### config.mk
export PLATFORM = sky130hd
export DESIGN_NAME = if_id_queue_flat
export DESIGN_NICKNAME = d
export VERILOG_FILES = /design/src/rtl/if_id_queue_if.sv /design/src/rtl/if_id_queue.sv /design/src/flat_wrapper.sv
export SDC_FILE = /design/constraint.sdc
export NUM_CORES = 1
export LEC_CHECK = 0
export ABC_AREA = 0
export CAP_MARGIN = 10
export CORE_MARGIN = 1.5
export CORE_UTILIZATION = 40
export CTS_CLUSTER_SIZE = 20
export DETAILED_ROUTE_END_ITERATION = 16
export PLACE_DENSITY = 0.79
export SLEW_MARGIN = 20
export SYNTH_ARGS = -nofsm -noshare
export SYNTH_HDL_FRONTEND = slang
export SYNTH_SLANG_ARGS = --single-unit
### constraint.sdc
create_clock -name clock -period 8.2 [get_ports clock]
set_clock_uncertainty 0.1 [all_clocks]
set_input_delay 1.64 -clock clock [delete_from_list [all_inputs] [get_ports clock]]
set_output_delay 1.64 -clock clock [all_outputs]
set_load 0.1 [all_outputs]
### src/rtl/if_id_queue_if.sv
// Fetch->decode queue interface: fetch push side, decode pop side, flush and occupancy.
// slave is the queue itself; master is whoever drives fetch and decode.
interface if_id_queue_if #(
   parameter int XLEN  = 32,
   parameter int ILEN  = 32,
   parameter int DEPTH = 2
);
   localparam int CW = $clog2(DEPTH + 1);

   logic            in_valid;
   logic            in_ready;
   logic [ILEN-1:0] in_instr;
   logic [XLEN-1:0] in_pc;
   logic            flush;
   logic            out_valid;
   logic            out_ready;
   logic [ILEN-1:0] out_instr;
   logic [XLEN-1:0] out_pc;
   logic [CW-1:0]   count;

   modport slave (
      input  in_valid, in_instr, in_pc, flush, out_ready,
      output in_ready, out_valid, out_instr, out_pc, count
   );

   modport master (
      output in_valid, in_instr, in_pc, flush, out_ready,
      input  in_ready, out_valid, out_instr, out_pc, count
   );
endinterface

### src/rtl/if_id_queue.sv
// Fetch->decode instruction queue: DEPTH-entry circular buffer of {instr, pc}.
// Outputs come from registered state only; decode sees NOP_INSN/pc 0 while empty.
module if_id_queue #(
   parameter int              XLEN     = 32,
   parameter int              ILEN     = 32,
   parameter int              DEPTH    = 2,
   parameter logic [ILEN-1:0] NOP_INSN = 32'h00000013
) (
   input logic          clock,
   input logic          resetn,
   if_id_queue_if.slave q
);
   localparam int PW = (DEPTH > 1) ? $clog2(DEPTH) : 1;
   localparam int CW = $clog2(DEPTH + 1);
   localparam logic [CW-1:0] FULL = CW'(DEPTH);
   localparam logic [PW-1:0] LAST = PW'(DEPTH - 1);

   logic [ILEN-1:0] mem_instr [DEPTH];
   logic [XLEN-1:0] mem_pc    [DEPTH];
   logic [PW-1:0]   wr_ptr;
   logic [PW-1:0]   rd_ptr;
   logic [CW-1:0]   count_q;
   logic            valid;
   logic            ready;
   logic            push;
   logic            pop;

   // Handshake: a transfer happens on a rising edge where valid and ready are both 1.
   // in_ready depends only on occupancy, never on out_ready, so a full queue refuses
   // a push even in a cycle where decode pops.
   assign valid = (count_q != '0);
   assign ready = (count_q != FULL);
   assign push  = q.in_valid & ready;
   assign pop   = valid & q.out_ready;

   function automatic logic [PW-1:0] next_ptr(input logic [PW-1:0] p);
      return (p == LAST) ? '0 : p + 1'b1;
   endfunction

   always_ff @(posedge clock or negedge resetn) begin
      if (!resetn) begin
         wr_ptr  <= '0;
         rd_ptr  <= '0;
         count_q <= '0;
      end else if (q.flush) begin
         wr_ptr  <= '0;
         rd_ptr  <= '0;
         count_q <= '0;
      end else begin
         if (push) wr_ptr <= next_ptr(wr_ptr);
         if (pop)  rd_ptr <= next_ptr(rd_ptr);
         case ({push, pop})
            2'b10:   count_q <= count_q + 1'b1;
            2'b01:   count_q <= count_q - 1'b1;
            default: ;
         endcase
      end
   end

   // Storage is deliberately left out of reset; entries are qualified by count.
   always_ff @(posedge clock) begin
      if (push && !q.flush) begin
         mem_instr[wr_ptr] <= q.in_instr;
         mem_pc[wr_ptr]    <= q.in_pc;
      end
   end

   assign q.in_ready  = ready;
   assign q.out_valid = valid;
   assign q.out_instr = valid ? mem_instr[rd_ptr] : NOP_INSN;
   assign q.out_pc    = valid ? mem_pc[rd_ptr] : '0;
   assign q.count     = count_q;

   a_count_max: assert property (@(posedge clock) disable iff (!resetn)
      count_q <= FULL);
   a_out_valid: assert property (@(posedge clock) disable iff (!resetn)
      q.out_valid == (count_q != '0));
   a_in_ready: assert property (@(posedge clock) disable iff (!resetn)
      q.in_ready == (count_q != FULL));
endmodule

### src/flat_wrapper.sv
// flat-port wrapper written by rule: the top's interface ports become plain ports
module if_id_queue_flat 
#(
   parameter int              XLEN     = 32,
   parameter int              ILEN     = 32,
   parameter int              DEPTH    = 2,
   parameter logic [ILEN-1:0] NOP_INSN = 32'h00000013
)
  (clock, resetn, q_in_valid, q_in_instr, q_in_pc, q_flush, q_out_ready, q_in_ready, q_out_valid, q_out_instr, q_out_pc, q_count);
  if_id_queue_if #(.XLEN(XLEN), .ILEN(ILEN), .DEPTH(DEPTH)) q_i ();
  input logic clock;
  input logic resetn;
  input wire logic [$bits(q_i.in_valid)-1:0] q_in_valid;
  input wire logic [$bits(q_i.in_instr)-1:0] q_in_instr;
  input wire logic [$bits(q_i.in_pc)-1:0] q_in_pc;
  input wire logic [$bits(q_i.flush)-1:0] q_flush;
  input wire logic [$bits(q_i.out_ready)-1:0] q_out_ready;
  output wire logic [$bits(q_i.in_ready)-1:0] q_in_ready;
  output wire logic [$bits(q_i.out_valid)-1:0] q_out_valid;
  output wire logic [$bits(q_i.out_instr)-1:0] q_out_instr;
  output wire logic [$bits(q_i.out_pc)-1:0] q_out_pc;
  output wire logic [$bits(q_i.count)-1:0] q_count;
  assign q_i.in_valid = q_in_valid;
  assign q_i.in_instr = q_in_instr;
  assign q_i.in_pc = q_in_pc;
  assign q_i.flush = q_flush;
  assign q_i.out_ready = q_out_ready;
  assign q_in_ready = q_i.in_ready;
  assign q_out_valid = q_i.out_valid;
  assign q_out_instr = q_i.out_instr;
  assign q_out_pc = q_i.out_pc;
  assign q_count = q_i.count;
  if_id_queue #(.XLEN(XLEN), .ILEN(ILEN), .DEPTH(DEPTH), .NOP_INSN(NOP_INSN)) u_core (.clock(clock), .resetn(resetn), .q(q_i));
endmodule
After elaboration in Yosys (flattened, before gate mapping)
Memory sizes are Yosys's and may differ from the RTL's. Cells that the tools add are included. W data, S select, Z words.

RAM bits: 128. Flip-flop bits (word level): 4. Output and inout port bits: 68. Logic and storage cells: 32. Memories kept: 2. Input bits: 69.

Memory list: u_core.mem_instr (words 2, bits a word 32, read ports 1, clocked after Yosys merged registers in 0, wr ports 1, RTL line if_id_queue.sv:18) `logic [ILEN-1:0] mem_instr [DEPTH];`; u_core.mem_pc (words 2, bits a word 32, read ports 1, clocked after Yosys merged registers in 0, wr ports 1, RTL line if_id_queue.sv:19) `logic [XLEN-1:0] mem_pc [DEPTH];`.

Equal/unequal tests: 3. Mux-type cells: 12. Add/sub/neg operators: 4. Reduce and logical (&&, ||, !) cells: 6. Bitwise logic cells: 2.

Operator list (count): $mux W32 (2); $mux W1 (8); $reduce_bool A2 Y1 (3); $pmux W2 S2 (1); $reduce_bool A3 Y1 (1); $add A1 B1 Y1 const B (2); $add A2 B1 Y2 const B (1); $and A1 B1 Y1 (2); $eq A2 B1 Y1 const B (1); $eq A2 B2 Y1 const B (1); $mux W2 (1); $ne A2 B2 Y1 const B (1); $sub A2 B1 Y2 const B (1); $logic_and A1 B1 Y1 (1); $logic_not A1 Y1 (1).

Longest topological paths before layout
Depth after elaboration: 5. Mapped depth: 4. Mapped depth without buffers: 4.

Worst setup path after synthesis
OpenSTA, ideal clock, no wires.

Path type: input port to flip-flop. From: in q_in_valid. To: mem u_core.mem_instr[1][0], enable pin. Stages on the path: 2. Setup time: 0.578 ns. Setup slack: 1.099 ns. Buffers on the path: 0. Arrival time: 6.423 ns. Cell sequence: nand2_1 -> nor3b_1.

Longest elaborated chain between the ends: 4.

Ends and longest elaborated chain: start, declared (RTL line flat_wrapper.sv:13) `input wire logic [$bits(q_i.in_valid)-1:0] q_in_valid;`; $and A1 B1 Y1 (RTL line if_id_queue.sv:33) `assign push = q.in_valid & ready;`; $logic_and A1 B1 Y1 (RTL line if_id_queue.sv:62) `if (push && !q.flush) begin`; $mux W1 (RTL line if_id_queue.sv:62); $mux W1 (implied by the code) (RTL line if_id_queue.sv:63) `mem_instr[wr_ptr] <= q.in_instr;`; end, declared (RTL line if_id_queue.sv:18).

No other way between the ends.

Final worst setup path
From: reg u_core.count_q[0], in the netlist u_core.q.count[0]. To: out q_out_pc[0].

Longest elaborated chain between the ends: 2.

Ends and longest elaborated chain: start, declared (RTL line if_id_queue.sv:22) `logic [CW-1:0] count_q;`; start signal, assigned (RTL line if_id_queue.sv:53) `2'b10: count_q <= count_q + 1'b1;`; start signal, assigned (RTL line if_id_queue.sv:54) `2'b01: count_q <= count_q - 1'b1;`; $reduce_bool A2 Y1 (RTL line if_id_queue.sv:31) `assign valid = (count_q != '0);`; $mux W32 (RTL line if_id_queue.sv:71) `assign q.out_pc = valid ? mem_pc[rd_ptr] : '0;`; end, declared (RTL line flat_wrapper.sv:21) `output wire logic [$bits(q_i.out_pc)-1:0] q_out_pc;`.

No other way between the ends.

==> metrics.md <==
| Metric | Value |
|---|---|
| CTS tree | done |
| Main combinational cell family by area after synthesis | multiplexers |
| Endpoint class of the critical path | output port |
| Most common cell after layout, fill and taps aside | clkdlybuf4s50_1 |
| Mux cell area share after synthesis | 12.90% |
| Initial antenna violation count | 0 |
| Commonest non-fill, non-tap cells in the layout | clkdlybuf4s50_1 (136), edfxtp_1 (128), mux2i_1 (65), nor2_1 (62), clkbuf_16 (17) |
| Synth unique cells | 21 |
| Total Power | 0.001868 W |
| DP HPWL | 6.220 mm |
| Clock tree sinks | 132 |
| Later-pin clock latency in the skew report | 410 ps |
| Nets | 513 |
| Largest delay share family, worst path | buffers and inverters |
| Pre-CTS setup slack | 3701 ps |
| Vias | 2,929 |
| Die Footprint | 0.01329 mm² |
| Register area share after synthesis | 78.21% |
| Die X-Extent | 115.3 µm |
| CP Class | reg -> out |
| Layout area overhead | 42.46% |
| Synthesized Nets | 365 |
| Via density | 4.686 |
| FMAX | 208.9 MHz |
| Seq cells post-synth | 132 |
| Max IR drop VDD | 0.0001550 V |
| Max-cap viol count | 0 |
| Status | finished clean |
| Root buf cell | clkbuf_16 |
| Tightest Pin Transition | 1010 ps |
| Initial Utilization | 41.46% |
| Fin. Hold Viols | 0 |
| CP Data Required Time | 6460 ps |
| RSZ-0062 raised after global routing | no |
| Avg Inst Size Synth | 17.03 µm² |
| Synth Area in Simple Gates | 6.005% |
| Max clock buf depth | 2 |
| Syn Inst Count | 296 |
| Min cycle time layout | 4786 ps |
| Vias in the first global route | 3,040 |
| Pins Over Slew Limit | 0 |
| First DRT Iteration DRCs | 98 |
| Hold_buf cts | 0 |
| Slowest stage cell, crit path | clkdlybuf4s50_1 |
| Post-route setup slack | 3414 ps |
| IO buf count | 136 |
| HP Class | reg -> reg |
| Drt total wl | 9.801 mm |
| Die Y | 115.3 µm |
| Static leakage | 2.384 nW |
| Syn. warnings | 0 |
| Xor/xnor cell area share of the yosys netlist | 0.1737% |
| CTS resizes | 0 |
| Crit path largest cell delay | 1000 ps |
| Routability cong. | 0.7059 |
| Per-cell routed wire length | 15.68 µm |
| Ratio of cells with drive above 1 in the final layout | 9.190% |
| Worst EP arrival | 3050 ps |
| Type of origin of the critical path | flip-flop |
| Final core occ | 59.06% |
| Core Area | 0.01216 mm² |
| Synth Area in Adders | 0% |
| Final setup vio count | 0 |
| GRT Resource Usage Total | 15.66% |
| CP bufs+invs | 2 |
| Pre-antenna DRT Iters | 4 |
| Crit-path cells | nor2_4, buf_4, nor2_1, clkdlybuf4s50_1 |
| Largest net degree at the start of global routing | 66 |
| Sum Neg Setup Slack | 0 ps |
| Setup Buffers After CTS | 0 |
| Htree depth | 4 |
| Compound-Gate Fraction of Synth Area | 0.8933% |
| # IOs | 137 |
| PwrDens | 260.0 mW/mm² |
| Relative max-transition margin | 32.47% |
| # DRC | 0 |
| Synth Cell Area | 0.005042 mm² |
| First-pass GRT wire length | 15.47 mm |
| Clk slew on worst S/H paths | 50 ps |
| Antenna diode instance count | 0 |
| CTS Buf Count | 17 |
| Rows | 40 |
| GRT overflow | 0 |
| Routed Antenna Nets | 0 |
| CP max FO | 40 |
| Crit share post-route | 58.37% |
[final timing paths]
path | from | to | slack, ps | cells after the start
setup / recovery | u_core.q.count[0] | q_out_pc[0] | 3410 | 4
hold / removal | u_core.wr_ptr | u_core.wr_ptr | 500 | 2
setup reg to reg | u_core.q.count[1] | u_core.mem_pc[1][16] | 6180 | 5
hold reg to reg | u_core.wr_ptr | u_core.wr_ptr | 500 | 2
max in group asynchronous | resetn | u_core.rd_ptr | 6460 | 1
min in group asynchronous | resetn | u_core.rd_ptr | 1340 | 1
[cells by family (layout without fill, tap and decap cells)]
| family | after synthesis | count (layout) |
|---|---|---|
| AO/OA/AOI/OAI | 8 | 8 |
| XOR/XNOR | 1 | 1 |
| buffers and inverters | 16 | 177 |
| flip-flops | 132 | 132 |
| multiplexers | 65 | 65 |
| AND/OR/NAND/NOR | 74 | 74 |
[cells in the mapped netlist]
cell type	number	area [µm²]
edfxtp_1	128	3844
mux2i_1	65	650.6
nor2_1	62	232.7
buf_2	7	35.03
buf_4	6	45.04
a21oi_1	4	20.02
dfrtp_1	4	100.1
nand2_1	4	15.01
inv_1	2	7.510
nor3b_1	2	15.01
o21ai_0	2	10.01
a21o_1	1	7.510
inv_2	1	3.750
nand3b_1	1	7.510
nor2_2	1	6.260
nor2b_2	1	8.760
nor3_1	1	5.000
o211ai_1	1	7.510
or2_2	1	6.260
or3_1	1	6.260
xor2_1	1	8.760
[where the power goes]
part           total [W]  internal (W)  switching, W
clock           0.000714      0.000442      0.000272
combinational   0.000371      0.000104      0.000267
sequential      0.000782      0.000768     0.0000141
[worst reg2reg max path, stage by stage, from the launching register on]
cell and delay (ps):
dfrtp_1 480, nor2b_2 220, inv_2 80, nand2_1 90, nor3b_2 220, buf_4 450
[cell type report]
type / instances / area, µm²
Clock buffer: 17 / 425.4
Fill cell: 941 / 4979
Sequential cell: 132 / 3948
Multi-Input combinational cell: 148 / 1022
Inverter: 3 / 11.26
Tap cell: 168 / 210.2
Clock inverter: 15 / 140.1
Timing Repair Buffer: 142 / 1426
[per-stage QoR]
stage | std cells | hold WS (ps) | cell area (µm²)
6_report | 625 | 496.5 | 7183
5_1_grt | 625 | 571.8 | 7183
4_1_cts | 624 | 496.0 | 7156
3_5_place_dp | 592 | 491.5 | 6590
3_3_place_gp | 592 | 467.7 | 6590
2_1_floorplan | 296 | 429.5 | 5042
[flip-flops by register name, summed over array words and instances (netlist names)]
register / cells
u_core.mem_instr: 64
u_core.mem_pc: 64
u_core.wr_ptr: 1
u_core.rd_ptr: 1
u_core.q.count: 2
[routing by layer]
metal	wire length [µm]	share of wire, %	track usage (%)
met5	0	0	0
met4	105	1.1	5.185
met1	4116	42	18.14
met2	4962	51	26.67
met3	615	6.3	6.220
(Power assumes the default switching activity.)
